**config.mk**
```make
export PLATFORM = sky130hd
export DESIGN_NAME = flog_special_ctrl_flat
export DESIGN_NICKNAME = d
export VERILOG_FILES = /design/src/rtl/flog_pkg.sv /design/src/rtl/flog_special_ctrl_if.sv /design/src/rtl/flog_special_mux.sv /design/src/rtl/flog_special_ctrl.sv /design/src/flat_wrapper.sv
export SDC_FILE = /design/constraint.sdc
export NUM_CORES = 1
export LEC_CHECK = 0
export BUFFER_PORTS_ARGS = -buffer_cell sky130_fd_sc_hd__buf_2
export CORE_AREA = 2 2 98 72
export DETAILED_ROUTE_END_ITERATION = 10
export DIE_AREA = 0 0 100 74
export GPL_ROUTABILITY_DRIVEN = 0
export PLACE_DENSITY_LB_ADDON = 0.1
export SYNTH_ARGS = -nofsm -noshare
export SYNTH_HDL_FRONTEND = slang
export SYNTH_SLANG_ARGS = --single-unit
```
**constraint.sdc**
```tcl
create_clock -name clk_i -period 2.3 [get_ports clk_i]
set_input_delay 0.115 -clock clk_i [delete_from_list [all_inputs] [get_ports clk_i]]
set_output_delay 0.115 -clock clk_i [all_outputs]
set_load 0.01 [all_outputs]
```
**src/rtl/flog_pkg.sv**
```systemverilog
// Shared widths, IEEE-754 bfloat16 constants and FSM state type for the FLOG control stage.
package flog_pkg;

  localparam int unsigned FLOG_EXP_WIDTH   = 8;
  localparam int unsigned FLOG_FRACT_WIDTH = 7;
  localparam int unsigned FLOG_WIDTH       = 1 + FLOG_EXP_WIDTH + FLOG_FRACT_WIDTH;

  localparam logic [FLOG_WIDTH-1:0] QNAN      = 16'h7FC0;
  localparam logic [FLOG_WIDTH-1:0] PLUS_INF  = 16'h7F80;
  localparam logic [FLOG_WIDTH-1:0] MINUS_INF = 16'hFF80;
  localparam logic [FLOG_WIDTH-1:0] PLUS_ZERO = 16'h0000;
  localparam logic [FLOG_WIDTH-1:0] ONE       = 16'h3F80;

  typedef enum logic [2:0] {
    IDLE,
    DECIDE,
    START,
    WAIT,
    RESULT
  } flog_ctrl_state_t;

endpackage

```
**src/rtl/flog_special_ctrl_if.sv**
```systemverilog
// Operand, core and result handshakes of the FLOG control stage.
// slave: the control stage itself; master: whatever surrounds it (detector, core, consumer).
interface flog_special_ctrl_if #(
  parameter int unsigned EXP_WIDTH   = flog_pkg::FLOG_EXP_WIDTH,
  parameter int unsigned FRACT_WIDTH = flog_pkg::FLOG_FRACT_WIDTH
);

  localparam int unsigned OpWidth = 1 + EXP_WIDTH + FRACT_WIDTH;

  // Operand side
  logic                   valid_i;
  logic                   ready_o;
  logic                   s_op_i;
  logic [EXP_WIDTH-1:0]   exp_op_i;
  logic [FRACT_WIDTH-1:0] fract_op_i;
  logic                   isNaN_i;
  logic                   isSNaN_i;
  logic                   isInf_i;
  logic                   isZero_i;

  // Log core side
  logic                   core_start_o;
  logic [OpWidth-1:0]     core_op_o;
  logic                   core_done_i;
  logic [OpWidth-1:0]     core_res_i;
  logic                   core_inexact_i;

  // Result side
  logic                   valid_o;
  logic                   ready_i;
  logic [OpWidth-1:0]     res_o;
  logic                   invalid_o;
  logic                   divzero_o;
  logic                   inexact_o;
  logic                   busy_o;

  modport slave (
    input  valid_i, s_op_i, exp_op_i, fract_op_i, isNaN_i, isSNaN_i, isInf_i, isZero_i,
    input  core_done_i, core_res_i, core_inexact_i, ready_i,
    output ready_o, core_start_o, core_op_o, valid_o, res_o, invalid_o, divzero_o,
    output inexact_o, busy_o
  );

  modport master (
    output valid_i, s_op_i, exp_op_i, fract_op_i, isNaN_i, isSNaN_i, isInf_i, isZero_i,
    output core_done_i, core_res_i, core_inexact_i, ready_i,
    input  ready_o, core_start_o, core_op_o, valid_o, res_o, invalid_o, divzero_o,
    input  inexact_o, busy_o
  );

endinterface

```
**src/rtl/flog_special_mux.sv**
```systemverilog
// Priority table resolving special log operands without the arithmetic core.
module flog_special_mux
  import flog_pkg::*;
#(
  parameter int unsigned EXP_WIDTH   = FLOG_EXP_WIDTH,
  parameter int unsigned FRACT_WIDTH = FLOG_FRACT_WIDTH,
  localparam int unsigned OpWidth    = 1 + EXP_WIDTH + FRACT_WIDTH
) (
  input  logic [OpWidth-1:0] op_i,
  input  logic               is_nan_i,
  input  logic               is_snan_i,
  input  logic               is_inf_i,
  input  logic               is_zero_i,
  output logic               is_special_o,
  output logic [OpWidth-1:0] special_res_o,
  output logic               special_invalid_o,
  output logic               special_divzero_o
);

  logic                 sign;
  logic [EXP_WIDTH-1:0] exponent;

  assign sign     = op_i[OpWidth-1];
  assign exponent = op_i[OpWidth-2 -: EXP_WIDTH];

  // First matching rule wins; subnormals count as zero and the sign of a zero is ignored.
  always_comb begin
    is_special_o      = 1'b1;
    special_res_o     = QNAN;
    special_invalid_o = 1'b0;
    special_divzero_o = 1'b0;
    if (is_nan_i) begin
      special_invalid_o = is_snan_i;
    end else if (is_zero_i || (exponent == '0)) begin
      special_res_o     = MINUS_INF;
      special_divzero_o = 1'b1;
    end else if (sign) begin
      special_invalid_o = 1'b1;
    end else if (is_inf_i) begin
      special_res_o = PLUS_INF;
    end else if (op_i == ONE) begin
      special_res_o = PLUS_ZERO;
    end else begin
      is_special_o  = 1'b0;
      special_res_o = PLUS_ZERO;
    end
  end

endmodule

```
**src/rtl/flog_special_ctrl.sv**
```systemverilog
// FLOG control stage: resolves special operands locally, hands normal operands to the
// iterative log core, and presents one result with exception flags per accepted operand.
module flog_special_ctrl
  import flog_pkg::*;
#(
  parameter int unsigned EXP_WIDTH   = FLOG_EXP_WIDTH,
  parameter int unsigned FRACT_WIDTH = FLOG_FRACT_WIDTH
) (
  input logic                clk_i,
  input logic                rst_n_i,
  flog_special_ctrl_if.slave bus
);

  localparam int unsigned OpWidth = 1 + EXP_WIDTH + FRACT_WIDTH;

  flog_ctrl_state_t state_q, state_d;

  logic [OpWidth-1:0] op_q;
  logic               nan_q, snan_q, inf_q, zero_q;
  logic [OpWidth-1:0] res_q;
  logic               invalid_q, divzero_q, inexact_q;

  logic               is_special;
  logic [OpWidth-1:0] special_res;
  logic               special_invalid;
  logic               special_divzero;

  flog_special_mux #(
    .EXP_WIDTH  (EXP_WIDTH),
    .FRACT_WIDTH(FRACT_WIDTH)
  ) u_special_mux (
    .op_i             (op_q),
    .is_nan_i         (nan_q),
    .is_snan_i        (snan_q),
    .is_inf_i         (inf_q),
    .is_zero_i        (zero_q),
    .is_special_o     (is_special),
    .special_res_o    (special_res),
    .special_invalid_o(special_invalid),
    .special_divzero_o(special_divzero)
  );

  // State register.
  always_ff @(posedge clk_i or negedge rst_n_i) begin
    if (!rst_n_i) begin
      state_q <= IDLE;
    end else begin
      state_q <= state_d;
    end
  end

  // Next-state logic; core_done_i only matters while waiting on the core.
  always_comb begin
    state_d = state_q;
    unique case (state_q)
      IDLE:    if (bus.valid_i) state_d = DECIDE;
      DECIDE:  state_d = is_special ? RESULT : START;
      START:   state_d = WAIT;
      WAIT:    if (bus.core_done_i) state_d = RESULT;
      RESULT:  if (bus.ready_i) state_d = IDLE;
      default: state_d = IDLE;
    endcase
  end

  // Operand capture and result/flag registers, held stable while the result is presented.
  always_ff @(posedge clk_i or negedge rst_n_i) begin
    if (!rst_n_i) begin
      op_q      <= '0;
      nan_q     <= 1'b0;
      snan_q    <= 1'b0;
      inf_q     <= 1'b0;
      zero_q    <= 1'b0;
      res_q     <= '0;
      invalid_q <= 1'b0;
      divzero_q <= 1'b0;
      inexact_q <= 1'b0;
    end else begin
      if ((state_q == IDLE) && bus.valid_i) begin
        op_q   <= {bus.s_op_i, bus.exp_op_i, bus.fract_op_i};
        nan_q  <= bus.isNaN_i;
        snan_q <= bus.isSNaN_i;
        inf_q  <= bus.isInf_i;
        zero_q <= bus.isZero_i;
      end
      if ((state_q == DECIDE) && is_special) begin
        res_q     <= special_res;
        invalid_q <= special_invalid;
        divzero_q <= special_divzero;
        inexact_q <= 1'b0;
      end
      if ((state_q == WAIT) && bus.core_done_i) begin
        res_q     <= bus.core_res_i;
        invalid_q <= 1'b0;
        divzero_q <= 1'b0;
        inexact_q <= bus.core_inexact_i;
      end
    end
  end

  // Outputs decoded from the current state.
  always_comb begin
    bus.ready_o      = 1'b0;
    bus.busy_o       = 1'b1;
    bus.core_start_o = 1'b0;
    bus.valid_o      = 1'b0;
    unique case (state_q)
      IDLE: begin
        bus.ready_o = 1'b1;
        bus.busy_o  = 1'b0;
      end
      START:   bus.core_start_o = 1'b1;
      RESULT:  bus.valid_o = 1'b1;
      default: ;
    endcase
    bus.core_op_o = op_q;
    bus.res_o     = res_q;
    bus.invalid_o = invalid_q;
    bus.divzero_o = divzero_q;
    bus.inexact_o = inexact_q;
  end

endmodule

```
**src/flat_wrapper.sv**
```systemverilog
// flat-port wrapper written by rule: the top's interface ports become plain ports
module flog_special_ctrl_flat import flog_pkg::*;
#(
  parameter int unsigned EXP_WIDTH   = FLOG_EXP_WIDTH,
  parameter int unsigned FRACT_WIDTH = FLOG_FRACT_WIDTH
)
  (clk_i, rst_n_i, bus_valid_i, bus_s_op_i, bus_exp_op_i, bus_fract_op_i, bus_isNaN_i, bus_isSNaN_i, bus_isInf_i, bus_isZero_i, bus_core_done_i, bus_core_res_i, bus_core_inexact_i, bus_ready_i, bus_ready_o, bus_core_start_o, bus_core_op_o, bus_valid_o, bus_res_o, bus_invalid_o, bus_divzero_o, bus_inexact_o, bus_busy_o);
  flog_special_ctrl_if #(.EXP_WIDTH(EXP_WIDTH), .FRACT_WIDTH(FRACT_WIDTH)) bus_i ();
  input logic clk_i;
  input logic rst_n_i;
  input wire logic [$bits(bus_i.valid_i)-1:0] bus_valid_i;
  input wire logic [$bits(bus_i.s_op_i)-1:0] bus_s_op_i;
  input wire logic [$bits(bus_i.exp_op_i)-1:0] bus_exp_op_i;
  input wire logic [$bits(bus_i.fract_op_i)-1:0] bus_fract_op_i;
  input wire logic [$bits(bus_i.isNaN_i)-1:0] bus_isNaN_i;
  input wire logic [$bits(bus_i.isSNaN_i)-1:0] bus_isSNaN_i;
  input wire logic [$bits(bus_i.isInf_i)-1:0] bus_isInf_i;
  input wire logic [$bits(bus_i.isZero_i)-1:0] bus_isZero_i;
  input wire logic [$bits(bus_i.core_done_i)-1:0] bus_core_done_i;
  input wire logic [$bits(bus_i.core_res_i)-1:0] bus_core_res_i;
  input wire logic [$bits(bus_i.core_inexact_i)-1:0] bus_core_inexact_i;
  input wire logic [$bits(bus_i.ready_i)-1:0] bus_ready_i;
  output wire logic [$bits(bus_i.ready_o)-1:0] bus_ready_o;
  output wire logic [$bits(bus_i.core_start_o)-1:0] bus_core_start_o;
  output wire logic [$bits(bus_i.core_op_o)-1:0] bus_core_op_o;
  output wire logic [$bits(bus_i.valid_o)-1:0] bus_valid_o;
  output wire logic [$bits(bus_i.res_o)-1:0] bus_res_o;
  output wire logic [$bits(bus_i.invalid_o)-1:0] bus_invalid_o;
  output wire logic [$bits(bus_i.divzero_o)-1:0] bus_divzero_o;
  output wire logic [$bits(bus_i.inexact_o)-1:0] bus_inexact_o;
  output wire logic [$bits(bus_i.busy_o)-1:0] bus_busy_o;
  assign bus_i.valid_i = bus_valid_i;
  assign bus_i.s_op_i = bus_s_op_i;
  assign bus_i.exp_op_i = bus_exp_op_i;
  assign bus_i.fract_op_i = bus_fract_op_i;
  assign bus_i.isNaN_i = bus_isNaN_i;
  assign bus_i.isSNaN_i = bus_isSNaN_i;
  assign bus_i.isInf_i = bus_isInf_i;
  assign bus_i.isZero_i = bus_isZero_i;
  assign bus_i.core_done_i = bus_core_done_i;
  assign bus_i.core_res_i = bus_core_res_i;
  assign bus_i.core_inexact_i = bus_core_inexact_i;
  assign bus_i.ready_i = bus_ready_i;
  assign bus_ready_o = bus_i.ready_o;
  assign bus_core_start_o = bus_i.core_start_o;
  assign bus_core_op_o = bus_i.core_op_o;
  assign bus_valid_o = bus_i.valid_o;
  assign bus_res_o = bus_i.res_o;
  assign bus_invalid_o = bus_i.invalid_o;
  assign bus_divzero_o = bus_i.divzero_o;
  assign bus_inexact_o = bus_i.inexact_o;
  assign bus_busy_o = bus_i.busy_o;
  flog_special_ctrl #(.EXP_WIDTH(EXP_WIDTH), .FRACT_WIDTH(FRACT_WIDTH)) u_core (.clk_i(clk_i), .rst_n_i(rst_n_i), .bus(bus_i));
endmodule
```
==> results of run 1 <==
==> power by group through the flow <==
| stage | clock (mW) | sequential [mW] | combinational, mW |
|---|---|---|---|
| 5_1_grt | 0.627 | 1.36 | 1.40 |
| 6_report | 0.571 | 1.30 | 1.26 |
| 3_3_place_gp | 0 | 1.32 | 1.28 |
| 2_1_floorplan | 0 | 1.37 | 0.715 |
| 3_5_place_dp | 0 | 1.31 | 1.28 |
| 4_1_cts | 0.593 | 1.30 | 1.28 |
==> stage by stage <==
step,setup slack (ns),hold slack [ns]
global route,0.127,0.0199
floorplan,0.298,-0.181
finish,0.269,0.0231
detailed placement,0.294,0.0684
CTS,0.269,0.0130
global placement,0.315,0.0719
==> sequential cells by signal, summed over array words and instances, names as in the netlist <==
register and cells:
u_core.bus.core_op_o 16, u_core.bus.res_o 16, u_core.state_q 3, u_core.bus.divzero_o 1, u_core.bus.inexact_o 1, u_core.bus.invalid_o 1, u_core.inf_q 1, u_core.nan_q 1
u_core.snan_q 1, u_core.zero_q 1
==> area by class of cell <==
class	count	area (sq um)
Sequential cell	42	1050
Clock inverter	1	30.0
Tap cell	81	101
Timing Repair Buffer	87	455
Multi-Input combinational cell	116	769
Fill cell	690	4020
Inverter	2	7.51
Clock buffer	7	76.3
==> cell families after synthesis <==
kind of cell / after synthesis
buffers and inverters: 12
AO/OA/AOI/OAI: 34
multiplexers: 23
flip-flops: 42
AND/OR/NAND/NOR: 59
==> synthesized netlist by cell type, types with 2 or more instances <==
cell / n / area share, %
nor3_1: 2 / 0.53
and2_1: 2 / 0.66
clkbuf_1: 5 / 1.0
buf_6: 2 / 1.2
dfrtp_1: 42 / 56
buf_2: 3 / 0.80
o21ai_0: 16 / 4.2
a21oi_1: 10 / 2.7
mux2_2: 20 / 12
inv_1: 2 / 0.40
nor2b_1: 2 / 0.66
nor4_1: 3 / 1.0
mux2i_1: 2 / 1.1
nor2_1: 5 / 1.0
nand4b_1: 2 / 0.93
nand2_1: 31 / 6.2
a31oi_1: 2 / 0.66
==> routing by layer <==
| metal | routed length, um | GRT usage (%) |
|---|---|---|
| met1 | 2440 | 19.1 |
| met4 | 70 | 5.48 |
| met5 | 0 | 0 |
| met2 | 1930 | 18.6 |
| met3 | 253 | 3.95 |
==> final timing paths <==
kind	startpoint	slack, ns	to
min	bus_core_res_i[7]	0.02	u_core.bus.res_o[7]
max reg2reg	u_core.bus.core_op_o[2]	0.27	u_core.bus.res_o[6]
max	u_core.bus.core_op_o[2]	0.27	u_core.bus.res_o[6]
min in group asynchronous	rst_n_i	0.26	u_core.bus.core_op_o[6]
min reg2reg	u_core.zero_q	0.51	u_core.zero_q
max in group asynchronous	rst_n_i	1.34	u_core.bus.res_o[15]
==> critical path: stages (launching register included) <==
cell     delay (ns)
dfrtp_1        0.39
or4b_4         0.55
nor4_4         0.38
o41a_4         0.20
or2_4          0.11
mux2_4         0.28
==> repair_timing <==
| action | 4_1_cts | 5_1_grt |
|---|---|---|
| buffers inserted | 0 | 0 |
| hold buffers | 1 | 0 |
| resized for setup | 0 | 0 |
| hold endpoints to repair | 15 | 0 |
==> flow_summary.json, run 1 <==
{
  "outcome": "finished clean",
  "syn_area_per_cell_sq_um": 11.1,
  "maxSlewHeadroom_pct": 74.2,
  "grt_pass1_vias": 1494,
  "crit_required_ns": 2.48,
  "num_rows": 25,
  "cp-end-kind": "flip-flop",
  "finalCriticalPeriod_ns": 2.03,
  "dp.cells": 327,
  "yosys.area_share.xor_xnor_pct": 0,
  "design.core.area_sq_mm": 0.00651,
  "final_common_cell": "buf_2",
  "final_cell_mix": "buf_2 (80), dfrtp_1 (42), nand2_1 (31)",
  "synth-compound-area-share_pct": 10.6,
  "p_clk_share_pct": 18.3,
  "timing.final.crit_share_pct": 88.3,
  "drt-initial-drc-count": 45,
  "synth.yosys.seq_area_share_pct": 55.8,
  "synth_nets": 212,
  "synthAdderAreaFrac_pct": 0,
  "htreeDepth": 2,
  "cap_violations": 0,
  "synth-edff-count": 0,
  "fp.dieArea_sq_mm": 0.00740,
  "seqPwrFrac_pct": 41.5,
  "port_buffers": 80,
  "firstDrtPassIters": 4,
  "clock_latency_ns": 0.29,
  "p_per_area_mw_per_mm2": 1260,
  "grt_pass1_wl_um": 7600,
  "via_per_inst": 4.57,
  "antenna_found_initial": 0,
  "tritoncts.num_buffers": 5,
  "leakage_nw": 1.15,
  "synth-main-ff-cell": "dfrtp_1",
  "placed_area_sq_mm": 0.00237,
  "grt_overflow": 0,
  "clk_pin_slew_worst_paths_ns": 0.08,
  "grt_max_degree": 28,
  "cts-root-buf": "clkbuf_8",
  "combPwrFrac_pct": 40.3,
  "final_core_util_pct": 38.3,
  "synth.distinct_cells": 36,
  "timing.hold.worst_path_depth": 3,
  "syn_inst": 170,
  "startpoint_type": "flip-flop",
  "netlist_area_sq_mm": 0.00188,
  "final_cell_area_sq_mm": 0.00249,
  "wl_per_cell_um": 14.0,
  "internal_power_mw": 2.01,
  "start_util_pct": 29.0,
  "ios": 81,
  "fin_worst_skew_ns": 0.00770,
  "num_vias": 1535,
  "grt_use_total_pct": 13.2,
  "drc_errors": 0,
  "cts_sinks": 42,
  "nNetsFinal": 296,
  "max_freq_ghz": 0.492,
  "finalNonFillerCells": 336,
  "async_flop_share_pct": 100,
  "final_antenna_net_count": 0,
  "tightestPinTransition_ns": 0.388,
  "power_mw": 3.13,
  "ir_drop_mv": 0.301,
  "critPathArrivalTime_ns": 2.21,
  "switchingPower_mw": 1.12,
  "yosys_warnings": 0,
  "die_x_um": 100,
  "report.final.hold_viol_count": 0,
  "switching_share_pct": 35.8,
  "areaGrowthSynthToFinish_pct": 32.2,
  "chipHeight_um": 74,
  "reg2reg_depth": 5,
  "tritoncts": "built",
  "setup_violations": 0,
  "crit_fanout": 3,
  "worstSetupPathType": "reg -> reg",
  "synth-simple-area-share_pct": 16.4,
  "min_path_type": "in -> reg",
  "routed_wl_um": 4690,
  "drive_gt1_share_pct": 46.3,
  "antenna_cells": 0,
  "synth_top_family_by_area": "simple AND/OR/NAND/NOR gates",
  "synth_mux_area_share_pct": 13.8,
  "hpwl_um": 3460,
  "finalSetupTns_ns": 0,
  "rsz0062_at_grt": "false",
  "finalMaxSlewViolations": 0,
  "ys_ff_latch": 42,
  "clockBufferDepth": 2
}
No activity file was read; power rests on OpenSTA's default activity.
==> inputs of run 2 (changes only) <==
--- a/constraint.sdc
+++ b/constraint.sdc
@@ -3,2 +3,2 @@
 set_output_delay 0.115 -clock clk_i [all_outputs]
-set_load 0.01 [all_outputs]
+set_load 0.05 [all_outputs]
==> flow_summary.json, run 2 (synthesis gave the netlist of run 1 again) <==
{
  "outcome": "finished clean",
  "r2r-end": "u_core.bus.res_o[6]",
  "min_path_type": "in -> reg",
  "path_buf_inv": 0,
  "routed_wl_um": 4650,
  "crit_chain": "or4b_4 -> nor4_4 -> o41a_4 -> or2_4 -> mux2_4",
  "switchingPower_mw": 2.03,
  "drt-initial-drc-count": 49,
  "die_x_um": 100,
  "ir_drop_mv": 0.576,
  "post-place-ws_ns": 0.284,
  "report.final.hold_viol_count": 0,
  "multiInputGateArea_sq_um": 769,
  "critPathArrivalTime_ns": 2.18,
  "crit_required_ns": 2.47,
  "drive_gt1_share_pct": 46.9,
  "layout_setup_ws_ns": 0.288,
  "chipHeight_um": 74,
  "grt_overflow": 0,
  "clock_latency_ns": 0.29,
  "fin_worst_skew_ns": 0.00692,
  "final.fill_count": 685,
  "timing.hold.worst_path_depth": 3,
  "antenna_found_initial": 0,
  "max_freq_ghz": 0.497,
  "cts-root-buf": "clkbuf_8",
  "finalCriticalPeriod_ns": 2.01,
  "dp.cells": 328,
  "p_clk_share_pct": 14.1,
  "port_buffers": 80,
  "leakage_nw": 1.15,
  "hold_start": "bus_core_res_i[12]",
  "register_area_sq_mm": 0.00105,
  "grt_max_degree": 24,
  "hpwl_um": 3410,
  "min_to": "u_core.bus.res_o[12]",
  "fp.dieArea_sq_mm": 0.00740,
  "grt_pass1_vias": 1586,
  "cp-startpoint": "u_core.bus.core_op_o[2]",
  "design.core.area_sq_mm": 0.00651,
  "final_antenna_net_count": 0,
  "rrSetupSlack_ns": 0.29,
  "combPwrFrac_pct": 53.9,
  "htreeDepth": 2,
  "switching_share_pct": 49.9,
  "crit_fanout": 3,
  "tightestPinTransition_ns": 0.521,
  "cap_violations": 0,
  "wl_per_cell_um": 13.8,
  "reg2reg_from": "u_core.bus.core_op_o[2]",
  "finalMaxSlewViolations": 0,
  "cp_top_family": "simple AND/OR/NAND/NOR gates",
  "clk_pin_slew_worst_paths_ns": 0.08,
  "worstSetupPathType": "reg -> reg",
  "num_vias": 1537,
  "start_util_pct": 29.0,
  "finalSetupTns_ns": 0,
  "setup_violations": 0,
  "drc_errors": 0,
  "areaGrowthSynthToFinish_pct": 33.5,
  "reg2reg_depth": 5,
  "via_per_inst": 4.56,
  "num_rows": 25,
  "grt_pass1_wl_um": 7620,
  "grt_use_total_pct": 13.2,
  "nNetsFinal": 297,
  "tritoncts": "built",
  "p_per_area_mw_per_mm2": 1620,
  "slowest_stage": "or4b_4",
  "rsz0062_at_grt": "false",
  "startpoint_type": "flip-flop",
  "final_cell_mix": "buf_2 (80), dfrtp_1 (42), nand2_1 (31)",
  "final_common_cell": "buf_2",
  "antenna_cells": 0,
  "ios": 81,
  "slowest_delay_ns": 0.56,
  "clockBufferDepth": 2,
  "tritoncts.num_buffers": 5,
  "maxSlewHeadroom_pct": 65.3,
  "cts_sinks": 42,
  "seqPwrFrac_pct": 32.0,
  "timing.final.crit_share_pct": 87.5,
  "finalNonFillerCells": 337,
  "firstDrtPassIters": 4,
  "internal_power_mw": 2.03,
  "cp-end-kind": "flip-flop"
}
run 2: cell count changes in the layout (fill, tap and decap cells not counted), sizes merged:
cell	delta
inv	-1
buf	+1
clkinvlp	+1
run 2: final cells by class:
type / instances / share of cell area, %
clock buffer: 7 / 3.03
clock inverter: 1 / 1.19
inverter: 2 / 0.448
multi-input combinational: 116 / 30.6
sequential: 42 / 41.8
tap: 81 / 4.03
timing repair buffer: 88 / 18.9
run 2: timing repair:
item                      CTS  global route
buffers inserted            0             0
hold buffers                1             0
hold endpoints to repair   22             0
resized for setup           0             0
run 2: worst reg2reg max path: stages, from the launching register on:
cell,delay [ns]
dfrtp_1,0.39
or4b_4,0.56
nor4_4,0.35
o41a_4,0.20
or2_4,0.11
mux2_4,0.29
run 2: through the flow:
step                      utilization [%]  hold WS [ns]  total power [mW]  cell area (sq um)
after floorplan                         -        -0.181              2.98               1890
after global placement               36.9         0.125              3.52               2400
after detailed placement             36.9         0.128              3.52               2400
after CTS                            38.7        0.0167              4.11               2510
after global routing                 38.7        0.0293              4.32               2510
final                                38.7        0.0239              4.06               2510
run 2: worst max-delay path by stage:
stage / endpoint / cells past startpoint / slack, ns
final: u_core.bus.res_o[6] / 5 / 0.29
after global routing: u_core.bus.res_o[12] / 5 / 0.13
after CTS: u_core.bus.res_o[6] / 5 / 0.27
after detailed placement: u_core.bus.res_o[6] / 5 / 0.28
after global placement: u_core.bus.res_o[6] / 5 / 0.31
after floorplan: u_core.bus.core_op_o[0] / 6 / 0.03
run 2: metal layers:
metal / track usage [%] / vias up / part of all wire (%)
met5: 0 / - / 0
met4: 4.41 / 0 / 1.2
met3: 3.48 / 4 / 6.0
met2: 19.5 / 45 / 43
met1: 19.1 / 719 / 50
li1: - / 769 / -
run 2: power groups by stage:
stage / clock network (mW) / registers (mW) / logic, mW
floorplan: 0 / 2.14 / 0.841
global placement: 0 / 1.32 / 2.20
detailed placement: 0 / 1.31 / 2.20
CTS: 0.592 / 1.31 / 2.21
global route: 0.629 / 1.37 / 2.33
finish: 0.573 / 1.30 / 2.19
==> inputs of run 3 (changes only) <==
CORE_AREA = 2 2 81 60   (was 2 2 98 72)
DIE_AREA = 0 0 83 62   (was 0 0 100 74)
==> flow_summary.json, run 3 (synthesis gave the netlist of run 1 again) <==
{
  "setup_violations": 0,
  "clk_pin_slew_worst_paths_ns": 0.08,
  "finalMaxSlewViolations": 0,
  "ios": 81,
  "grt_pass1_wl_um": 6790,
  "tightestPinTransition_ns": 0.932,
  "reg2reg_depth": 5,
  "max_freq_ghz": 0.492,
  "min_to": "u_core.bus.inexact_o",
  "critPathArrivalTime_ns": 2.21,
  "nNetsFinal": 295,
  "via_per_inst": 4.92,
  "num_rows": 21,
  "grt_overflow": 0,
  "post-place-ws_ns": 0.279,
  "firstDrtPassIters": 4,
  "register_area_sq_mm": 0.00105,
  "cts_setup_buffers": 0,
  "final.fill_count": 426,
  "grt_use_total_pct": 17.3,
  "drive_gt1_share_pct": 46.9,
  "fp.dieArea_sq_mm": 0.00515,
  "final_antenna_net_count": 0,
  "design.core.area_sq_mm": 0.00449,
  "grt_pass1_vias": 1472,
  "routed_wl_um": 4160,
  "startpoint_type": "flip-flop",
  "p_per_area_mw_per_mm2": 1600,
  "cp-startpoint": "u_core.bus.core_op_o[2]",
  "die_x_um": 83,
  "leakage_nw": 1.13,
  "crit_required_ns": 2.48,
  "wl_per_cell_um": 13.4,
  "min_path_type": "in -> reg",
  "hold_start": "bus_core_inexact_i",
  "r2r-end": "u_core.bus.res_o[6]",
  "finalNonFillerCells": 311,
  "rsz0062_at_grt": "false",
  "antenna_cells": 0,
  "final_common_cell": "buf_2",
  "cts-root-buf": "clkbuf_8",
  "cap_violations": 0,
  "grt_max_degree": 43,
  "clock_latency_ns": 0.29,
  "finalSetupTns_ns": 0,
  "port_buffers": 80,
  "layout_setup_ws_ns": 0.269,
  "tritoncts": "built",
  "tritoncts.num_buffers": 5,
  "chipHeight_um": 62,
  "fin_worst_skew_ns": 0.0102,
  "crit_fanout": 3,
  "reg2reg_from": "u_core.bus.core_op_o[2]",
  "antenna_found_initial": 0,
  "cts_sinks": 42,
  "start_util_pct": 41.9,
  "maxSlewHeadroom_pct": 37.9,
  "cp-end-kind": "flip-flop",
  "drc_errors": 0,
  "post_cts_resized": 0,
  "finalCriticalPeriod_ns": 2.03,
  "areaGrowthSynthToFinish_pct": 29.3,
  "clockBufferDepth": 2,
  "timing.hold.worst_path_depth": 3,
  "rrSetupSlack_ns": 0.27,
  "timing.final.crit_share_pct": 88.3,
  "report.final.hold_viol_count": 0,
  "multiInputGateArea_sq_um": 769,
  "ir_drop_mv": 0.733,
  "num_vias": 1530,
  "final_cell_mix": "buf_2 (80), dfrtp_1 (42), nand2_1 (31)",
  "htreeDepth": 2,
  "outcome": "finished clean",
  "hpwl_um": 3020,
  "drt-initial-drc-count": 59,
  "dp.cells": 302,
  "timing.hold.ws_ns": 0.0210,
  "worstSetupPathType": "reg -> reg"
}
-- run 3: changes by cell type in the layout (fill, tap and decap cells not counted) --
cell       before  now
buf_12          1    0
buf_4           6    5
bufinv_16       1    0
clkbuf_1        2    1
clkinv_2        0    1
clkinv_4        0    1
-- run 3: worst max path at each step --
| stage | endpoint | slack [ns] | depth (start not counted) |
|---|---|---|---|
| after floorplan | u_core.bus.core_op_o[0] | 0.03 | 6 |
| after global placement | u_core.bus.res_o[6] | 0.33 | 5 |
| after detailed placement | u_core.bus.res_o[6] | 0.28 | 5 |
| after CTS | u_core.bus.res_o[6] | 0.25 | 5 |
| after global routing | u_core.bus.res_o[9] | 0.15 | 5 |
| final | u_core.bus.res_o[6] | 0.27 | 5 |
-- run 3: layout make-up --
type | instances | share of cell area, %
flip-flops and latches | 42 | 43.1
multi-input cells | 116 | 31.6
repair buffers | 86 | 18.4
clock buffers | 6 | 2.98
well taps | 57 | 2.93
clock inverters | 2 | 0.565
inverters | 2 | 0.462
-- run 3: where the power goes --
part | leakage (nW) | internal [mW] | switching (mW)
registers | 0.489 | 1.05 | 0.241
logic | 0.598 | 0.640 | 1.52
clock network | 0.0452 | 0.214 | 0.241
-- run 3: layer usage --
layer,vias to the layer above,GRT usage (%),share of wire [%]
met1,726,22.0,47
met3,8,5.68,6.3
li1,760,-,-
met2,36,27.8,45
met5,-,0,0
met4,0,7.73,1.6
-- run 3: per-stage QoR --
step	total power, mW	instance area, sq um	utilization, %
3_5_place_dp	3.48	2340	52.1
4_1_cts	3.96	2440	54.2
2_1_floorplan	2.98	1890	-
3_3_place_gp	3.46	2340	52.1
5_1_grt	4.17	2440	54.2
6_report	3.91	2440	54.2
-- run 3: critical path: stages (launching register included) --
cell and delay [ns]:
dfrtp_1 0.40, or4b_4 0.56, nor4_4 0.36, o41a_4 0.20, or2_4 0.11, mux2_4 0.29
-- run 3: timing repair --
| item | in CTS | in global routing |
|---|---|---|
| endpoints found under the setup margin | 0 | 0 |
| hold buffers | 1 | 0 |
| endpoints found under the hold margin | 35 | 0 |
